[config.mk]
export PLATFORM = sky130hd
export DESIGN_NAME = instr_decode_stage
export DESIGN_NICKNAME = d
export VERILOG_FILES = /design/src/rtl/instr_decode_stage.sv
export SDC_FILE = /design/constraint.sdc
export NUM_CORES = 1
export LEC_CHECK = 0
export ABC_AREA = 0
export BUFFER_PORTS_ARGS = -buffer_cell sky130_fd_sc_hd__buf_2
export CORE_UTILIZATION = 54
export DETAILED_ROUTE_END_ITERATION = 12
export GPL_TIMING_DRIVEN = 0
export PLACE_DENSITY = 0.77
export SETUP_SLACK_MARGIN = 0.15
export SYNTH_ARGS = -nofsm -noshare
export SYNTH_HDL_FRONTEND = slang
export SYNTH_SLANG_ARGS = --single-unit
[constraint.sdc]
create_clock -name clk -period 3.12 [get_ports clk]
set_clock_uncertainty 0.15 [all_clocks]
set_input_delay 0.312 -clock clk [delete_from_list [all_inputs] [get_ports clk]]
set_output_delay 0.312 -clock clk [all_outputs]
set_load 0.02 [all_outputs]
[src/rtl/instr_decode_stage.sv]
// instr_decode_stage: FIFO-buffered instruction decode with registered field bundle.
// Optional DECODE_LINK_REG_EN: writenum forced to r7 for opcode 010 (link register).
module instr_decode_stage #(
  parameter int DATA_W = 16,
  parameter int DEPTH  = 4
) (
  input  logic                         clk,
  input  logic                         rst_n,
  input  logic                         flush,
  input  logic [15:0]                  in_instr,
  input  logic                         in_valid,
  output logic                         in_ready,
  output logic                         out_valid,
  input  logic                         out_ready,
  output logic [2:0]                   opcode,
  output logic [1:0]                   ALUop,
  output logic [2:0]                   cond,
  output logic [1:0]                   shift,
  output logic [DATA_W-1:0]            sximm5,
  output logic [DATA_W-1:0]            sximm8,
  input  logic [1:0]                   nsel1,
  input  logic [1:0]                   nsel2,
  output logic [2:0]                   readnum1,
  output logic [2:0]                   writenum,
  output logic [2:0]                   readnum2,
  output logic [$clog2(DEPTH+1)-1:0]   count
);
  localparam int CW = $clog2(DEPTH+1);
  localparam int AW = $clog2(DEPTH);

  logic [15:0]       r_mem [DEPTH];
  logic [AW-1:0]     r_wp, r_rp;
  logic [CW-1:0]     r_count;
  logic              r_valid;
  logic [2:0]        r_opcode, r_cond, r_rn, r_rd, r_rm;
  logic [1:0]        r_aluop, r_shift;
  logic [DATA_W-1:0] r_sximm5, r_sximm8;
  logic              w_full, w_push, w_pop;
  logic [15:0]       w_head;

  assign w_full = r_count == CW'(DEPTH);
  assign w_push = in_valid && !w_full;
  assign w_pop  = (r_count != '0) && (!r_valid || out_ready);
  assign w_head = r_mem[r_rp];

  always_ff @(posedge clk)
    if (w_push) r_mem[r_wp] <= in_instr;

  // Pointers wrap for free since DEPTH is a power of two.
  always_ff @(posedge clk or negedge rst_n) begin
    if (!rst_n) begin
      r_wp     <= '0;
      r_rp     <= '0;
      r_count  <= '0;
      r_valid  <= 1'b0;
      r_opcode <= '0;
      r_aluop  <= '0;
      r_cond   <= '0;
      r_shift  <= '0;
      r_rn     <= '0;
      r_rd     <= '0;
      r_rm     <= '0;
      r_sximm5 <= '0;
      r_sximm8 <= '0;
    end else if (flush) begin
      r_wp    <= '0;
      r_rp    <= '0;
      r_count <= '0;
      r_valid <= 1'b0;
    end else begin
      if (w_push) r_wp <= r_wp + 1'b1;
      if (w_pop) r_rp <= r_rp + 1'b1;
      r_count <= r_count + CW'(w_push) - CW'(w_pop);
      if (w_pop) begin
        r_valid  <= 1'b1;
        r_opcode <= w_head[15:13];
        r_aluop  <= w_head[12:11];
        r_cond   <= w_head[10:8];
        r_shift  <= (w_head[15:13] == 3'b100) ? 2'b00 : w_head[4:3];
        r_rn     <= w_head[10:8];
        r_rd     <= w_head[7:5];
        r_rm     <= w_head[2:0];
        r_sximm5 <= {{(DATA_W-5){w_head[4]}}, w_head[4:0]};
        r_sximm8 <= {{(DATA_W-8){w_head[7]}}, w_head[7:0]};
      end else if (out_ready) begin
        r_valid <= 1'b0;
      end
    end
  end

  assign in_ready  = !w_full;
  assign out_valid = r_valid;
  assign count     = r_count;
  assign opcode    = r_opcode;
  assign ALUop     = r_aluop;
  assign cond      = r_cond;
  assign shift     = r_shift;
  assign sximm5    = r_sximm5;
  assign sximm8    = r_sximm8;
  assign readnum1  = nsel1 == 2'b00 ? r_rm : nsel1 == 2'b01 ? r_rd : nsel1 == 2'b10 ? r_rn : 3'd0;
  assign readnum2  = nsel2 == 2'b00 ? r_rm : nsel2 == 2'b01 ? r_rd : nsel2 == 2'b10 ? r_rn : 3'd0;
`ifdef DECODE_LINK_REG_EN
  assign writenum  = r_opcode == 3'b010 ? 3'd7 : readnum1;
`else
  assign writenum  = readnum1;
`endif
endmodule

# After elaboration in Yosys (flattened, before gate mapping)
# Memory sizes are Yosys's and may differ from the RTL's.
# Index checks and enable logic that the tools add are counted.
# word_totals
elab_cells	53
in_bits	25
mem_count	1
reg_bits	37
out_inout_bits	56
mem_bits_rw	64
# classes
n_reduce_logical	12
n_mux	17
bitwise	1
n_eq_ne	6
n_addsub	4
# mem_list
memory	depth	width	read_ports	rd_clocked_by_memory_dff	wr	line_no	rtl
r_mem	4	16	1	0	1	31	logic [15:0] r_mem [DEPTH];
# op_table
cell	count
3-bit two-way mux	7
2-bit two-way mux	5
3-bit == test, second input constant	2
3-bit nonzero test	2
1-bit two-way mux	5
2-bit by 1-bit adder with 2-bit output, second input constant	2
2-bit by 1-bit == test with 1-bit output, second input constant	2
2-bit == test, second input constant	2
2-bit logical NOT	2
2-bit nonzero test	2
3-bit by 1-bit adder with 3-bit output	1
3-bit by 1-bit subtractor with 3-bit output	1
1-bit logical AND	2
1-bit logical NOT	2
2-bit AND reduction	1
1-bit logical OR	1
1-bit inverter	1

# Logic depth before layout (Yosys ltp)
# Gate-level depths: netlist of the first run.
# depth
ltp_word	6
mapped_depth	9
depth_no_buf	9

# Least setup slack after synthesis of the first run
# No wires, ideal clock.
# synth_timing
path_kind	reg-to-reg
start	register r_count[1], in the netlist count[1]
end	register r_count[2], in the netlist count[2]
setup_slack_ns	0.714
required_ns	2.884
arrival_ns	2.170
setup_ns	0.086
stages_incl_launch_ff	10
period_less_slack_ns	2.406
n_path_buf	0
path_cell_list	dfrtp_1 or3_1 nand2_1 xnor2_1 ha_1 inv_1 fa_1 xor2_1 and2_1 nor3_1
# synth_between
elab_chain_len	6
word_cells_on_any_way	8
cone_classes	2 x add/sub; 1 x eq/ne; 1 x mux; 4 x reduce/logical
# synth_lines
item	line_no	rtl
start, declared	33	logic [CW-1:0] r_count;
start signal, assigned	73	r_count <= r_count + CW'(w_push) - CW'(w_pop);
3-bit == test	41	assign w_full = r_count == CW'(DEPTH);
1-bit logical NOT	42	assign w_push = in_valid && !w_full;
1-bit logical AND	42	
3-bit by 1-bit adder with 3-bit output	73	
3-bit by 1-bit subtractor with 3-bit output *	73	
3-bit two-way mux *	65	end else if (flush) begin
# Mark *: on every way between the ends. The rest lies on a longest branch, timed or not.
# A chain may end at the register's enable or synchronous reset.

# Final worst setup path of the first run
# Same ends and word-level chain as after synthesis.

==> results of run 1 <==
==> path summary, 6_finish.rpt <==
kind                       cells after the start           to  slack [ps]
min reg2reg                                    1    opcode[0]         380
min                                            1  r_mem[1][9]          30
max in group asynchronous                      2     shift[1]        2040
max reg2reg                                    9     count[2]         650
max                                            9     count[2]         650
min in group asynchronous                      2    opcode[0]         370
==> logic make-up after synthesis <==
| kind of cell | count (synthesis) | synth area share |
|---|---|---|
| flip-flops | 90 | 0.6573 |
| buffers and inverters | 44 | 0.07769 |
| multiplexers | 36 | 0.1621 |
| AND/OR/NAND/NOR | 33 | 0.05179 |
| AO/OA/AOI/OAI | 19 | 0.02557 |
| adder cells (fa/ha/maj) | 6 | 0.02110 |
| XOR/XNOR | 2 | 0.004477 |
==> worst max-delay path, cell delays in order, from the launching register on <==
cell and delay (ps):
dfrtp_1 480, or3_1 480, nand2_1 150, xnor2_1 130, ha_1 160, inv_1 50, fa_1 370, xor2_1 160
and2_1 160, nor3_1 120
==> flip-flops by register name, indices dropped and copies added (netlist names) <==
signal / flops
r_wp: 2
r_rd: 3
r_rn: 3
count: 3
out_valid: 1
sximm8: 1
sximm5: 2
r_rm: 2
ALUop: 2
shift: 2
opcode: 3
r_mem: 64
r_rp: 2
==> power breakdown <==
group	leakage, nW	total (W)	switching (W)	internal (W)
clock network	0.120	0.000907	0.000378	0.000528
logic	0.925	0.00195	0.00102	0.000930
registers	0.905	0.00172	0.000194	0.00152
total	1.95	0.00457	0.00159	0.00298
==> layout make-up <==
cell class                      instances  area (sq um)  area share
Buffer                                 33         260.3     0.05570
Tap cell                               96         120.1     0.02571
Clock buffer                           10         127.6     0.02732
Multi-Input combinational cell         96          1037      0.2220
Inverter                               11         43.79    0.009373
Sequential cell                        90          2572      0.5506
Clock inverter                          6         105.1     0.02250
Timing Repair Buffer                   80         405.4     0.08677
==> Yosys cell counts, types with 2 or more instances <==
cell	n
buf_6	2
buf_4	27
mux2_4	8
mux4_1	7
a21oi_1	5
nand2_1	7
mux2_2	6
inv_1	10
nor2b_1	4
and3_1	4
mux2i_1	6
edfxtp_1	64
mux4_2	9
o21ai_0	11
nand4_1	2
nor3_4	2
ha_1	5
nor2_1	4
nand3_1	3
dfrtp_1	26
o22ai_1	2
buf_2	3
==> timing repair <==
action / CTS / global route
hold buffers: 1 / 0
resized for setup: 0 / 0
hold endpoints to repair: 26 / 0
==> stage by stage <==
step | std cells | utilization | power (W) | hold WS, ps
after detailed placement | 405 | 0.6413 | 0.003710 | 217.7
final | 422 | 0.6764 | 0.004573 | 28.36
after floorplan | 230 | - | 0.003157 | -133.6
after global routing | 422 | 0.6764 | 0.004804 | 10.44
after global placement | 405 | 0.6413 | 0.003661 | 208.6
after CTS | 422 | 0.6764 | 0.004610 | 13.04
==> metal layers <==
layer	vias up	routed length (um)
met1	1028	2919
li1	1021	-
met4	0	46
met5	-	0
met2	86	3162
met3	4	425
==> run_results.csv, run 1 <==
group,metric,value,unit
job,drv_cap,0,
finish,nFillCells,504,
logic_synthesis,ys_warn_count,0,
logic_synthesis,synth_cells,230,
finish,diodes,0,
global_route,antenna_found_initial,0,
route,vias,2139,
finish,final_area,4672,sq um
logic_synthesis,async_reset_ff_frac,0.2889,
finish,area_growth,19.37,%
timing,setup_viol,0,
logic_synthesis,synth_edf_count,64,
global_route,grt_max_degree,27,
clock_network,cts_root_buf,"clkbuf_8",
clock_network,clk_pin_slew,80,ps
route,first_pass_iters,4,
setup_path,crit_fanout,7,
die,die_area,7593,sq um
finish,fin_nets,352,
route,wirelength,6.553,mm
power,leakagePower,1.949,nW
placed_design,place.gp.congestion,0.7344,
clock_network,clock-sinks,90,
timing,finalHoldViolations,0,
logic_synthesis,synthesis.nets,261,
clock_network,htree_num_levels,3,
clock_network,insertion_delay,340,ps
die,ios,81,
logic_synthesis,syn-cell-area,3914,sq um
placed_design,place_area,4429,sq um
timing,rsz0062_at_grt,"no",
die,placementRows,30,
finish,final_cell_mix,"buf_2 (82), edfxtp_1 (64), buf_4 (27)",
finish,layout_commonest_cell,"buf_2",
timing,clock.fmax,0.4041,GHz
global_route,grt_usage,0.1860,
placed_design,pre_cts_ws,673.3,ps
global_route,met2_usage,0.2921,
timing,worstMarginPinSlew,881.9,ps
die,coreArea,6907,sq um
die,die_w,87.14,um
die,die_h,87.14,um
global_route,gr-usage-met1,0.2592,
timing,worst_slack,645.5,ps
die,start_util,0.5667,
global_route,grt_pass1_wl,10.05,mm
route,drc,0,
placed_design,port_buffers,79,
setup_path,critPathLaunch,"count[1]",
logic_synthesis,syn_area_per_cell,17.02,sq um
logic_synthesis,synth_cell_types,35,
finish,drive_gt1_frac,0.4724,
timing,finalSetupTns,0,ps
logic_synthesis,synth-seq-cells,90,
placed_design,hpwl,4.507,mm
setup_path,end_kind,"flop",
logic_synthesis,synth_area_leaders,"edfxtp_1 (49%), dfrtp_1 (17%), buf_4 (5.2%)",
timing,layout_min_cycle_time,2475,ps
setup_path,critPathLaunchType,"flop",
clock_network,post_cts_buffers,0,
setup_path,reg2reg_from,"count[1]",
timing,slew_headroom,0.4121,
run_status,outcome,"complete, no violations",
logic_synthesis,synth_ff_type,"edfxtp_1",
logic_synthesis,seq_area_frac_synth,0.6573,
min_path,min_path_type,"in2reg",
route,ant_nets,0,
setup_path,arrival,2590,ps
power,vdd_drop_max,0.0005191,V
global_route,grt_pass1_vias,2001,
global_route,busiest_layer,"met2",
clock_network,cts_buffer_depth,2,
logic_synthesis,synth_top_cell_by_area,"edfxtp_1",
power,p_per_area,978.8,nW/um^2
clock_network,tritoncts,"yes",
route,vias_per_cell,5.069,
global_route,grt_overflow,0,
clock_network,cts_buffers,9,
logic_synthesis,synth_top_area_share,0.4910,
global_route,met3_usage,0.04550,
route,drt_iter0_drc,85,
timing,finalCritPeriodShare,0.7931,
route,detail_route.wl_per_cell,15.53,um
min_path,min_from,"in_instr[9]",
setup_path,critical_path_class,"reg2reg",
setup_path,crit_required,3230,ps
timing,finalMaxSlewViolations,0,
Note: power is estimated with default switching activity, not from simulation.
==> inputs of run 2 (changes only) <==
==> constraint.sdc (replaced) <==
create_clock -name clk -period 2.5 [get_ports clk]
set_clock_uncertainty 0.15 [all_clocks]
set_input_delay 0.25 -clock clk [delete_from_list [all_inputs] [get_ports clk]]
set_output_delay 0.25 -clock clk [all_outputs]
set_load 0.02 [all_outputs]
==> run 2 against run 1 <==
Non-clock buffer count increased by 21; flip-flop and latch count is the same; wire length increased by 9.7%; critical endpoint unchanged; die area stayed put; first-iteration DRC count shrank 2.4%; critical path type unchanged; combinational power is 33% higher.
==> run_results.csv, run 2 (synthesis gave the netlist of run 1 again) <==
group,metric,value,unit
global_route,grt_usage,0.1992,
setup_path,crit_required,2610,ps
global_route,grt_pass1_wl,10.77,mm
finish,multi_input_area,1074,sq um
route,detail_route.wl_per_cell,16.23,um
timing,worstMarginPinSlew,907.8,ps
clock_network,cts_buffer_depth,2,
die,start_util,0.5667,
setup_path,critPathLaunchType,"flop",
global_route,antenna_found_initial,0,
timing,finalHoldViolations,0,
finish,diodes,0,
finish,ff_latch_area,2576,sq um
setup_path,arrival,2390,ps
clock_network,clock-sinks,90,
setup_path,crit_fanout,5,
global_route,grt_max_degree,27,
run_status,outcome,"complete, no violations",
clock_network,tritoncts,"yes",
finish,layout_commonest_cell,"buf_2",
route,ant_nets,0,
setup_path,slowest_stage,"dfrtp_2",
clock_network,insertion_delay,350,ps
finish,drive_gt1_frac,0.4841,
route,wirelength,7.188,mm
clock_network,cts_root_buf,"clkbuf_8",
timing,clock.fmax,0.4388,GHz
job,drv_cap,0,
power,switching_share,0.3580,
timing,worst_slack,220.8,ps
timing,setup_viol,0,
route,vias_per_cell,5.156,
route,first_pass_iters,4,
setup_path,critPathBufInv,1,
power,leakagePower,2.036,nW
power,vdd_drop_max,0.0006031,V
route,drc,0,
timing,finalMaxSlewViolations,0,
finish,nFillCells,469,
setup_path,crit_family,"simple AND/OR/NAND/NOR gates",
timing,finalCritPeriodShare,0.9117,
setup_path,critical_path_class,"reg2reg",
clock_network,cts_buffers,9,
die,die_area,7593,sq um
timing,rsz0062_at_grt,"no",
die,coreArea,6907,sq um
power,p_switching,0.002078,W
finish,area_growth,25.10,%
clock_network,htree_num_levels,3,
die,die_w,87.14,um
placed_design,place_area,4436,sq um
power,seqPwrFrac,0.370,
finish,fin_nets,373,
power,p_per_area,1185,nW/um^2
placed_design,pre_cts_ws,113.3,ps
timing,finalSetupTns,0,ps
route,drt_iter0_drc,83,
finish,top_register,"r_mem",
power,p_int,0.003726,W
route,vias,2284,
power,finalPower,0.005804,W
setup_path,max_stage_delay,450,ps
timing,layout_min_cycle_time,2279,ps
timing,slew_headroom,0.3948,
placed_design,port_buffers,79,
placed_design,hpwl,4.647,mm
die,placementRows,30,
global_route,grt_pass1_vias,2106,
setup_path,crit_path_cell_trace,"or3_4 > nand2_4 > xnor2_2 > ha_2 > inv_1 > fa_2 > xor2_1 > and2_1 > nor3_1",
die,ios,81,
setup_path,end_kind,"flop",
finish,largest_reg_flops,64,
finish,final_area,4896,sq um
placed_design,place.gp.congestion,0.7513,
global_route,grt_overflow,0,
finish,final_cell_mix,"buf_2 (82), edfxtp_1 (64), buf_4 (32)",
clock_network,clk_pin_slew,80,ps
power,p_comb_frac,0.447,
power,clkPwrFrac,0.184,
min_path,min_path_type,"in2reg",
die,die_h,87.14,um
run 2: worst paths after layout:
check                           startpoint         to  slack (ps)  cells past startpoint
worst min-delay path              in_valid    r_wp[1]          60                      3
max in group asynchronous            rst_n   count[1]        1450                      2
min in group asynchronous            rst_n    r_wp[1]         300                      2
worst min register to register   opcode[0]  opcode[0]         390                      1
worst max-delay path              count[0]   count[2]         220                      9
worst max register to register    count[0]   count[2]         220                      9
run 2: layout make-up:
type | count | area share
Inverter | 11 | 0.008945
Clock buffer | 10 | 0.02607
Tap cell | 96 | 0.02453
Buffer | 33 | 0.05316
Multi-Input combinational cell | 96 | 0.2193
Sequential cell | 90 | 0.5262
Timing Repair Buffer | 101 | 0.1232
Clock inverter | 6 | 0.01866
run 2: timing repair:
| action | in CTS | in global routing |
|---|---|---|
| pin swaps | 0 | 2 |
| hold buffers | 17 | 0 |
| gates resized for setup | 2 | 7 |
| setup endpoints to repair | 1 | 1 |
| hold endpoints to repair | 90 | 0 |
| buffers inserted | 2 | 3 |
run 2: stage by stage:
step	hold slack, ps	utilization	instances
5_1_grt	78.76	0.7089	443
4_1_cts	34.20	0.7016	440
6_report	55.49	0.7089	443
2_1_floorplan	-195.6	-	230
3_3_place_gp	152.8	0.6422	405
3_5_place_dp	149.8	0.6422	405
run 2: worst min-delay path, delay by kind of cell:
family,cells,cell delay [ps]
simple gates,1,70
buf+inv,1,130
compound gates,1,60
run 2: routing by layer:
layer	routed length, um	track usage
met2	3582	0.3257
met5	0	0
met3	343	0.03507
met1	3156	0.2714
met4	106	0.07601
run 2: power groups by stage:
stage / logic (W) / clock network, W / registers, W
floorplan: 0.00162 / 0 / 0.00233
global placement: 0.00242 / 0 / 0.00217
detailed placement: 0.00248 / 0 / 0.00218
CTS: 0.00253 / 0.00107 / 0.00215
global route: 0.00278 / 0.00114 / 0.00219
finish: 0.00259 / 0.00107 / 0.00215
